<file path="src/rtl/uart_fifo_core.sv">
// UART core with TX/RX FIFOs, shared oversample tick, runtime-selectable framing.
// Latency: TX frame starts on the second tick after push; RX entry is pushed at mid first stop bit.
// Backpressure: tx_ready drops when the TX FIFO is full; a frame arriving at a full RX FIFO is dropped and flagged.
module uart_fifo_core #(
    parameter int DIV_W    = 16,
    parameter int OVS      = 16,
    parameter int TX_DEPTH = 4,
    parameter int RX_DEPTH = 4
) (
    input  logic             clk,
    input  logic             rst_n,
    input  logic [DIV_W-1:0] baud_div,
    input  logic [4:0]       cfg,
    input  logic [7:0]       tx_data,
    input  logic             tx_valid,
    output logic             tx_ready,
    output logic             tx_busy,
    output logic             tx_sn,
    input  logic             rx_sn,
    output logic [7:0]       rx_data,
    output logic             rx_perr,
    output logic             rx_ferr,
    output logic             rx_valid,
    input  logic             rx_ready,
    output logic             rx_overrun,
    input  logic             err_clr
);
    localparam int CW  = $clog2(OVS);
    localparam int TAW = $clog2(TX_DEPTH);
    localparam int RAW = $clog2(RX_DEPTH);
    localparam logic [CW-1:0] LAST = CW'(OVS - 1);
    localparam logic [CW-1:0] HALF = CW'(OVS / 2 - 1);

    typedef struct packed {
        logic       stop_sel;
        logic       parity_en;
        logic       parity_even;
        logic [1:0] data_len;
    } cfg_t;

    typedef struct packed {
        logic       ferr;
        logic       perr;
        logic [7:0] data;
    } rx_ent_t;

    typedef enum logic [2:0] {IDLE, START, DATA, PARITY, STOP} state_t;

    function automatic logic [7:0] mask_data(input logic [1:0] len, input logic [7:0] d);
        return d & (8'hFF >> (2'd3 - len));
    endfunction

    function automatic logic par_bit(input logic even, input logic [7:0] d);
        return (^d) ^ ~even;
    endfunction

    function automatic logic [2:0] last_idx(input logic [1:0] len);
        return {1'b0, len} + 3'd4;
    endfunction

    cfg_t cfg_in;
    assign cfg_in = cfg_t'(cfg);

    logic [DIV_W-1:0] div_cnt;
    logic             tick;
    assign tick = (div_cnt >= baud_div);

    // TX FIFO: extra pointer bit separates full from empty
    logic [7:0]   tx_mem [TX_DEPTH];
    logic [TAW:0] tx_wp, tx_rp;
    logic         tx_empty, tx_full, tx_push, tx_pop;
    logic [7:0]   tx_head;
    assign tx_empty = (tx_wp == tx_rp);
    assign tx_full  = ((tx_wp ^ tx_rp) == {1'b1, {TAW{1'b0}}});
    assign tx_head  = tx_mem[tx_rp[TAW-1:0]];
    assign tx_ready = !tx_full;
    assign tx_push  = tx_valid && !tx_full;

    rx_ent_t      rx_mem [RX_DEPTH];
    logic [RAW:0] rx_wp, rx_rp;
    logic         rx_empty, rx_full, rx_push, rx_pop, rx_done, ov_set;
    rx_ent_t      rx_head, rx_wdat;
    assign rx_empty = (rx_wp == rx_rp);
    assign rx_full  = ((rx_wp ^ rx_rp) == {1'b1, {RAW{1'b0}}});
    assign rx_head  = rx_mem[rx_rp[RAW-1:0]];
    assign rx_valid = !rx_empty;
    assign rx_pop   = rx_valid && rx_ready;
    assign rx_push  = rx_done && (!rx_full || rx_pop);
    assign ov_set   = rx_done && rx_full && !rx_pop;
    assign rx_data  = rx_empty ? 8'h00 : rx_head.data;
    assign rx_perr  = !rx_empty && rx_head.perr;
    assign rx_ferr  = !rx_empty && rx_head.ferr;

    state_t          tx_st, tx_st_nxt;
    logic [CW-1:0]   tx_cnt, tx_cnt_nxt;
    logic [2:0]      tx_bit, tx_bit_nxt;
    logic            tx_stop, tx_stop_nxt, tx_ld, tx_ld_nxt, tx_bit_end;
    logic [7:0]      tx_shr, tx_shr_nxt;
    cfg_t            tx_cfg, tx_cfg_nxt;

    always_comb begin
        tx_st_nxt   = tx_st;
        tx_cnt_nxt  = tx_cnt;
        tx_bit_nxt  = tx_bit;
        tx_stop_nxt = tx_stop;
        tx_ld_nxt   = tx_ld;
        tx_shr_nxt  = tx_shr;
        tx_cfg_nxt  = tx_cfg;
        tx_pop      = 1'b0;
        tx_bit_end  = tick && (tx_cnt == LAST);
        if (tick && tx_st != IDLE)
            tx_cnt_nxt = tx_bit_end ? '0 : tx_cnt + CW'(1);
        case (tx_st)
            IDLE: begin
                if (tx_ld) begin
                    if (tick) begin
                        tx_st_nxt  = START;
                        tx_ld_nxt  = 1'b0;
                        tx_cnt_nxt = '0;
                    end
                end else if (!tx_empty) begin
                    tx_pop     = 1'b1;
                    tx_ld_nxt  = 1'b1;
                    tx_cfg_nxt = cfg_in;
                    tx_shr_nxt = mask_data(cfg_in.data_len, tx_head);
                end
            end
            START: if (tx_bit_end) begin
                tx_st_nxt  = DATA;
                tx_bit_nxt = '0;
            end
            DATA: if (tx_bit_end) begin
                if (tx_bit == last_idx(tx_cfg.data_len)) begin
                    tx_st_nxt   = tx_cfg.parity_en ? PARITY : STOP;
                    tx_stop_nxt = 1'b0;
                end else begin
                    tx_bit_nxt = tx_bit + 3'd1;
                end
            end
            PARITY: if (tx_bit_end) begin
                tx_st_nxt   = STOP;
                tx_stop_nxt = 1'b0;
            end
            STOP: if (tx_bit_end) begin
                if (tx_stop != tx_cfg.stop_sel) begin
                    tx_stop_nxt = 1'b1;
                end else if (!tx_empty) begin
                    // chain the next frame straight off the last stop bit
                    tx_pop     = 1'b1;
                    tx_st_nxt  = START;
                    tx_cfg_nxt = cfg_in;
                    tx_shr_nxt = mask_data(cfg_in.data_len, tx_head);
                end else begin
                    tx_st_nxt = IDLE;
                end
            end
            default: tx_st_nxt = IDLE;
        endcase
    end

    always_comb begin
        case (tx_st)
            START:   tx_sn = 1'b0;
            DATA:    tx_sn = tx_shr[tx_bit];
            PARITY:  tx_sn = par_bit(tx_cfg.parity_even, tx_shr);
            default: tx_sn = 1'b1;
        endcase
    end
    assign tx_busy = (tx_st != IDLE) || tx_ld || !tx_empty;

    logic [1:0]    rx_sync;
    logic          rxs;
    state_t        rx_st, rx_st_nxt;
    logic [CW-1:0] rx_cnt, rx_cnt_nxt;
    logic [2:0]    rx_bit, rx_bit_nxt;
    logic [7:0]    rx_shr, rx_shr_nxt;
    logic          rx_pe, rx_pe_nxt, rx_pen, rx_pen_nxt, rx_peven, rx_peven_nxt, rx_samp;
    logic [1:0]    rx_len, rx_len_nxt;
    assign rxs = rx_sync[1];
    assign rx_wdat = '{ferr: ~rxs, perr: rx_pe, data: rx_shr};

    always_comb begin
        rx_st_nxt    = rx_st;
        rx_cnt_nxt   = rx_cnt;
        rx_bit_nxt   = rx_bit;
        rx_shr_nxt   = rx_shr;
        rx_pe_nxt    = rx_pe;
        rx_pen_nxt   = rx_pen;
        rx_peven_nxt = rx_peven;
        rx_len_nxt   = rx_len;
        rx_done      = 1'b0;
        rx_samp      = tick && (rx_cnt == LAST);
        if (tick && rx_st != IDLE)
            rx_cnt_nxt = rx_samp ? '0 : rx_cnt + CW'(1);
        case (rx_st)
            IDLE: if (!rxs) begin
                rx_st_nxt    = START;
                rx_cnt_nxt   = '0;
                rx_shr_nxt   = '0;
                rx_pe_nxt    = 1'b0;
                rx_pen_nxt   = cfg_in.parity_en;
                rx_peven_nxt = cfg_in.parity_even;
                rx_len_nxt   = cfg_in.data_len;
            end
            START: if (tick && rx_cnt == HALF) begin
                rx_cnt_nxt = '0;
                rx_bit_nxt = '0;
                rx_st_nxt  = rxs ? IDLE : DATA;
            end
            DATA: if (rx_samp) begin
                rx_shr_nxt[rx_bit] = rxs;
                if (rx_bit == last_idx(rx_len))
                    rx_st_nxt = rx_pen ? PARITY : STOP;
                else
                    rx_bit_nxt = rx_bit + 3'd1;
            end
            PARITY: if (rx_samp) begin
                rx_pe_nxt = rxs ^ par_bit(rx_peven, rx_shr);
                rx_st_nxt = STOP;
            end
            STOP: if (rx_samp) begin
                rx_done   = 1'b1;
                rx_st_nxt = IDLE;
            end
            default: rx_st_nxt = IDLE;
        endcase
    end

    always_ff @(posedge clk or negedge rst_n) begin
        if (!rst_n) begin
            div_cnt    <= '0;
            tx_wp      <= '0;
            tx_rp      <= '0;
            rx_wp      <= '0;
            rx_rp      <= '0;
            tx_st      <= IDLE;
            tx_cnt     <= '0;
            tx_bit     <= '0;
            tx_stop    <= 1'b0;
            tx_ld      <= 1'b0;
            tx_shr     <= '0;
            tx_cfg     <= '0;
            rx_sync    <= 2'b11;
            rx_st      <= IDLE;
            rx_cnt     <= '0;
            rx_bit     <= '0;
            rx_shr     <= '0;
            rx_pe      <= 1'b0;
            rx_pen     <= 1'b0;
            rx_peven   <= 1'b0;
            rx_len     <= '0;
            rx_overrun <= 1'b0;
        end else begin
            div_cnt    <= tick ? '0 : div_cnt + DIV_W'(1);
            if (tx_push) tx_wp <= tx_wp + (TAW+1)'(1);
            if (tx_pop)  tx_rp <= tx_rp + (TAW+1)'(1);
            if (rx_push) rx_wp <= rx_wp + (RAW+1)'(1);
            if (rx_pop)  rx_rp <= rx_rp + (RAW+1)'(1);
            tx_st      <= tx_st_nxt;
            tx_cnt     <= tx_cnt_nxt;
            tx_bit     <= tx_bit_nxt;
            tx_stop    <= tx_stop_nxt;
            tx_ld      <= tx_ld_nxt;
            tx_shr     <= tx_shr_nxt;
            tx_cfg     <= tx_cfg_nxt;
            rx_sync    <= {rx_sync[0], rx_sn};
            rx_st      <= rx_st_nxt;
            rx_cnt     <= rx_cnt_nxt;
            rx_bit     <= rx_bit_nxt;
            rx_shr     <= rx_shr_nxt;
            rx_pe      <= rx_pe_nxt;
            rx_pen     <= rx_pen_nxt;
            rx_peven   <= rx_peven_nxt;
            rx_len     <= rx_len_nxt;
            if (ov_set)
                rx_overrun <= 1'b1;
            else if (err_clr)
                rx_overrun <= 1'b0;
        end
    end

    always_ff @(posedge clk) begin
        if (tx_push) tx_mem[tx_wp[TAW-1:0]] <= tx_data;
        if (rx_push) rx_mem[rx_wp[RAW-1:0]] <= rx_wdat;
    end
endmodule

</file>
<file path="config.mk">
export PLATFORM = sky130hd
export DESIGN_NAME = uart_fifo_core
export DESIGN_NICKNAME = d
export VERILOG_FILES = /design/src/rtl/uart_fifo_core.sv
export SDC_FILE = /design/constraint.sdc
export NUM_CORES = 1
export LEC_CHECK = 0
export ABC_AREA = 1
export CAP_MARGIN = 10
export CORE_MARGIN = 2
export CORE_UTILIZATION = 40
export CTS_CLUSTER_SIZE = 14
export DETAILED_ROUTE_END_ITERATION = 6
export GPL_TIMING_DRIVEN = 0
export PLACE_DENSITY = 0.56
export SLEW_MARGIN = 20
export SYNTH_ARGS = -nofsm -noshare
export SYNTH_HDL_FRONTEND = slang
export SYNTH_SLANG_ARGS = --single-unit
</file>
<file path="constraint.sdc">
create_clock -name clk -period 5.3 [get_ports clk]
set_input_delay 1.06 -clock clk [delete_from_list [all_inputs] [get_ports clk]]
set_output_delay 1.06 -clock clk [all_outputs]
set_load 0.03 [all_outputs]
</file>
# Word level (Yosys, flattened, before mapping)

Memories as Yosys holds them, arrays and structs flattened.
Index checks and enable logic that the tools add are counted.

Register bits after elaboration: 79
Latch bits: 0
Memory bits (writable): 72
Bits in read-only memories: 0
Bits of input ports: 35
Output and inout port bits: 15
Memories: 2

Memories:

| name   | depth | bits a word | rd ports | clocked after memory_dff | write ports | RTL line | source |
|---|---|---|---|---|---|---|---|
| rx_mem | 4     | 10          | 1        | 0                        | 1           | 79       | `rx_ent_t rx_mem [RX_DEPTH];` |
| tx_mem | 4     | 8           | 1        | 0                        | 1           | 69       | `logic [7:0] tx_mem [TX_DEPTH];` |

Add/sub/neg operators: 12
Multipliers: 0
Div/mod/pow operators: 0
$lt $le $gt $ge: 4
Equality and inequality tests: 36
Shift operators: 1
Muxes and demuxes: 83
Bitwise gates (word level): 9
Reductions and logical operators: 43

Operators with widths:

| cell                                                | number |
|---|---|
| 2-to-1 mux 3 bit                                    | 22 |
| 2-to-1 mux 8 bit                                    | 7 |
| 2-to-1 mux 4 bit                                    | 9 |
| != test 2 bit, second input constant                | 18 |
| case mux 8 bit (2 select lines)                     | 2 |
| case mux 3 bit (5 select lines)                     | 2 |
| 2-to-1 mux 1 bit                                    | 24 |
| 2-to-1 mux 5 bit                                    | 4 |
| adder 3 x 1 -> 3 bit, second input constant         | 6 |
| adder 16 x 1 -> 16 bit, second input constant       | 1 |
| greater-or-equal comparator 16 bit                  | 1 |
| 2-to-1 mux 16 bit                                   | 1 |
| parity 8 bit                                        | 2 |
| logical AND 1 bit                                   | 13 |
| equality test 3 x 2 -> 1 bit, second input constant | 4 |
| equality test 3 bit                                 | 4 |
| equality test 3 bit, second input constant          | 4 |
| case mux 3 bit (2 select lines)                     | 2 |
| AND reduction 4 bit                                 | 3 |
| AND reduction 6 bit                                 | 2 |
| nonzero test 2 bit                                  | 6 |
| case mux 5 bit (2 select lines)                     | 1 |
| nonzero test 3 bit                                  | 3 |
| adder 4 x 1 -> 4 bit, second input constant         | 2 |
| 26 further kinds                                    | 45 |

# Logic depth before layout (Yosys ltp)

Depth in word-level cells: 7
Depth in mapped cells: 17

# Worst setup path after synthesis

Ideal clock, no wire load.

Kind: in2reg
Start: in baud_div[7]
End: mem rx_mem[0][0] (netlist name) (enable)
Library setup time: 376 ps
Arrival: 2646 ps
Required time: 4924 ps
Setup slack: 2278 ps
Cell stages on the path: 14
Path buffers: 0
Path through: inv_1 ha_1 nand2_1 inv_2 nand2_1 nor2_1 nor2_1 nand2_1 nand2_2 nand2_8 nand2_8 nor2_4 nand2_4 nor2_1

Word-level cells in the longest chain between the ends: 7

Ends and longest elaborated chain:

| what                                   | RTL line | source |
|---|---|---|
| from (decl)                            | 12       | `input logic [DIV_W-1:0] baud_div,` |
| greater-or-equal comparator 16 bit     | 66       | `assign tick = (div_cnt >= baud_div);` |
| logical AND 1 bit                      | 192      | `rx_samp = tick && (rx_cnt == LAST);` |
| 2-to-1 mux 1 bit                       | 221      | `STOP: if (rx_samp) begin` |
| 2-to-1 mux 1 bit                       | 195      | `case (rx_st)` |
| logical AND 1 bit                      | 88       | `assign rx_push = rx_done && (!rx_full \|\| rx_pop);` |
| 2-to-1 mux 1 bit                       | 284      | `if (rx_push) rx_mem[rx_wp[RAW-1:0]] <= rx_wdat;` |
| 2-to-1 mux 1 bit (implied by the code) | 284      |  |
| to (decl)                              | 79       |  |

No other way between the ends.

# Worst setup path after layout

Start: reg rx_rp[0]
End: out rx_ferr

Word-level cells in the longest chain between the ends: 3
Elaborated cells between the ends (all ways): 4
Classes of those cells: eq/ne (1); reduce/logical (2); memory (1)

Ends and longest elaborated chain:

| what                                                             | RTL line | source |
|---|---|---|
| from (decl)                                                      | 80       | `logic [RAW:0] rx_wp, rx_rp;` |
| from (signal assigned)                                           | 258      | `if (rx_pop) rx_rp <= rx_rp + (RAW+1)'(1);` |
| branches (longest 2 deep; another with memory read (4 x 10 bit)) | -        |  |
| logical AND 1 bit *                                              | 92       | `assign rx_ferr = !rx_empty && rx_head.ferr;` |
| to (decl)                                                        | 22       | `output logic rx_ferr,` |

Every way passes the cells marked *.

==> impl_metrics.ini <==
[critical_path]
cp-end-kind = primary output
worstPathCellList = inv_2 -> clkbuf_1 -> nor2_1 -> o32ai_1 -> nand2_1 -> inv_1 -> clkdlybuf4s50_1
critPathSlowestCell = clkdlybuf4s50_1
cp_max_fo = 10
cp-start-kind = register
cp.required_ns = 4.24
path_class = reg -> out
slowest_delay_ns = 0.66
crit_arrival_ns = 2.65
reg2regPathDepth = 13

[sta]
setup_ws_ns = 1.59
skew_ns = 0.0155
hold_violations = 0
final.setup.tns_ns = 0
rsz0062_at_grt = false
whs_ns = 0.356
tightest_slew_ns = 1.01
setup_violations = 0
slew_viol_final = 0
fmax_mhz = 270
fin_crit_sh = 0.700
relSlewSlack = 0.327
period_needed_ns = 3.71

[global_routing]
grt_pass1_vias = 5506
overflow = 0
grt_pass1_wl_um = 26400
grt_antenna_before_repair = 0
grt_start_max_net_pins = 46
grt_util_all_layers = 0.165

[layout]
drive_gt1_frac = 0.102
diodes = 0
fill_cells = 1771
final_cells = 1174
syn_to_final_growth_pct = 18.3
fin_area_mm2 = 0.00914
final_net_count = 967

[yosys]
synth_cell_types = 48
yosysSeqAreaShare = 0.536
synth_flop_cell = dfrtp_1
synthArstFlopShare = 0.523
synth_nets = 898
synth_area_per_cell_um2 = 9.29
netlist_instances = 832
syn_area_mm2 = 0.00773
synth_edf_count = 72
synth_seq_cells = 151
ys_warn_count = 0

[die]
row_count = 50
initial_core_util = 0.410
die_y_um = 143
ios = 50
core-area_mm2 = 0.0188
die_w_um = 143
die_area_mm2 = 0.0204

[placement]
pre_cts_ws_ns = 1.20
placed_cells = 1142
gp_congestion = 0.799
port_buffers = 49
placed_area_mm2 = 0.00856
dpl.hpwl_um = 10800

[run_status]
status = complete, no violations

[clock_network]
post_cts_resized = 0
numClockSinks = 151
cts_buffers = 17
clockRootBuffer = clkbuf_16
cts_buffer_depth = 2
path_clk_slew_ns = 0.06
cts_tree = yes
cts_hold_buf = 0
insertion_delay_ns = 0.42
h-tree-depth = 4
cts_setup_buffers = 0

[drt]
wl_per_cell_um = 13.1
via_per_inst = 4.74
drc = 0
routed_wirelength_um = 15400
drtAntennaViolNets = 0
drtIter0Drc = 181
dr.pass1.iters = 4
vias = 5570

[power]
ir_drop_v = 0.000244
leakage_nw = 4.04
p_per_area_mw_per_mm2 = 514

[flow_run]
maxCapViolCount = 0

[worst_hold_path]
hold-path-cell-count = 0
hp-class = reg -> reg
## Yosys cell counts, types with 3 or more instances
| library cell | count | area share |
|---|---|---|
| nor2_1 | 102 | 0.050 |
| edfxtp_1 | 72 | 0.28 |
| o211ai_1 | 4 | 0.0039 |
| inv_2 | 8 | 0.0039 |
| o22ai_1 | 8 | 0.0065 |
| mux2_2 | 4 | 0.0058 |
| buf_4 | 3 | 0.0029 |
| nand3_1 | 33 | 0.021 |
| nand2_1 | 177 | 0.086 |
| nand4_1 | 3 | 0.0024 |
| a21oi_1 | 25 | 0.016 |
| nand2_2 | 6 | 0.0049 |
| clkbuf_1 | 10 | 0.0049 |
| xnor2_1 | 17 | 0.019 |
| dfrtp_1 | 77 | 0.25 |
| o21ai_1 | 16 | 0.010 |
| inv_1 | 94 | 0.046 |
| xor2_1 | 18 | 0.020 |
| nor2_4 | 4 | 0.0058 |
| nand3_2 | 4 | 0.0052 |
| nor2_2 | 3 | 0.0024 |
| nor3_1 | 15 | 0.0097 |
| or2_2 | 7 | 0.0057 |
| ha_1 | 31 | 0.050 |
| o32ai_1 | 10 | 0.011 |
| o21ai_0 | 52 | 0.034 |
## power breakdown
group / switching, mW / internal [mW] / leakage [nW]
combinational: 1.15 / 0.698 / 2.04
clock: 0.521 / 0.668 / 0.287
sequential: 0.194 / 1.47 / 1.71
total: 1.86 / 2.83 / 4.04
## worst paths after layout
check,start,endpoint,slack (ns)
min,rx_sync[0]$_DFF_PN1_,rx_sync[1]$_DFF_PN1_,0.36
max in group asynchronous,rst_n,rx_sync[1]$_DFF_PN1_,3.97
max,rx_rp[0]$_DFFE_PN0P_,rx_ferr,1.59
min in group asynchronous,rst_n,tx_bit[1]$_DFFE_PN0P_,0.65
max reg2reg,div_cnt[7]$_DFF_PN0_,rx_mem[0][0]$_DFFE_PP_,2.35
min reg2reg,rx_sync[0]$_DFF_PN1_,rx_sync[1]$_DFF_PN1_,0.36
## state kept, by name, summed over array words and instances (netlist names), 4 cells and up
name,count
tx_cfg,5
rx_cnt,4
div_cnt,16
tx_cnt,4
tx_shr,8
rx_shr,8
tx_mem,32
rx_mem,40
## routing by layer
layer,up-vias,global-route usage,share of wire
li1,2882,-,-
met1,2604,0.208,0.47
met2,76,0.278,0.49
met3,8,0.0426,0.036
met4,0,0.0500,0.013
met5,-,0,0
## layout by cell type (no fill, tap or decap), types with 17 or more instances in the layout
cell type          n
nand2_1          177
nor2_1           102
inv_1             94
dfrtp_1           77
edfxtp_1          72
o21ai_0           52
clkdlybuf4s50_1   48
nand3_1           33
ha_1              31
a21oi_1           25
xor2_1            18
xnor2_1           17
clkbuf_16         17
## stage by stage
step | utilization | total power [mW]
final | 0.486 | 4.70
after global placement | 0.454 | 3.53
after global routing | 0.486 | 5.08
after detailed placement | 0.455 | 3.55
after CTS | 0.486 | 4.76
after floorplan | - | 3.00
## kinds of logic after synthesis
family | count (synthesis) | synth area share
AO/OA/AOI/OAI | 124 | 0.0946
XOR/XNOR | 36 | 0.0418
adder cells (fa/ha/maj) | 31 | 0.0502
buffers and inverters | 121 | 0.0619
flip-flops | 151 | 0.536
multiplexers | 5 | 0.00712
AND/OR/NAND/NOR | 364 | 0.209
## final cells by class
class,instances,area [um2],area share
Buffer,17,85.1,0.00930
Clock buffer,17,425,0.0465
Clock inverter,15,158,0.0172
Inverter,104,393,0.0430
Multi-Input combinational cell,560,3110,0.340
Sequential cell,151,4140,0.453
Tap cell,260,325,0.0356
Timing Repair Buffer,50,508,0.0556
## critical path, delay by kind of cell, from the launching register on
kind / cells / cell delay, ns
flip-flops: 1 / 0.44
buffers and inverters: 4 / 1.27
AO/OA/AOI/OAI: 1 / 0.33
AND/OR/NAND/NOR: 2 / 0.19
No activity file was read; power rests on OpenSTA's default activity.
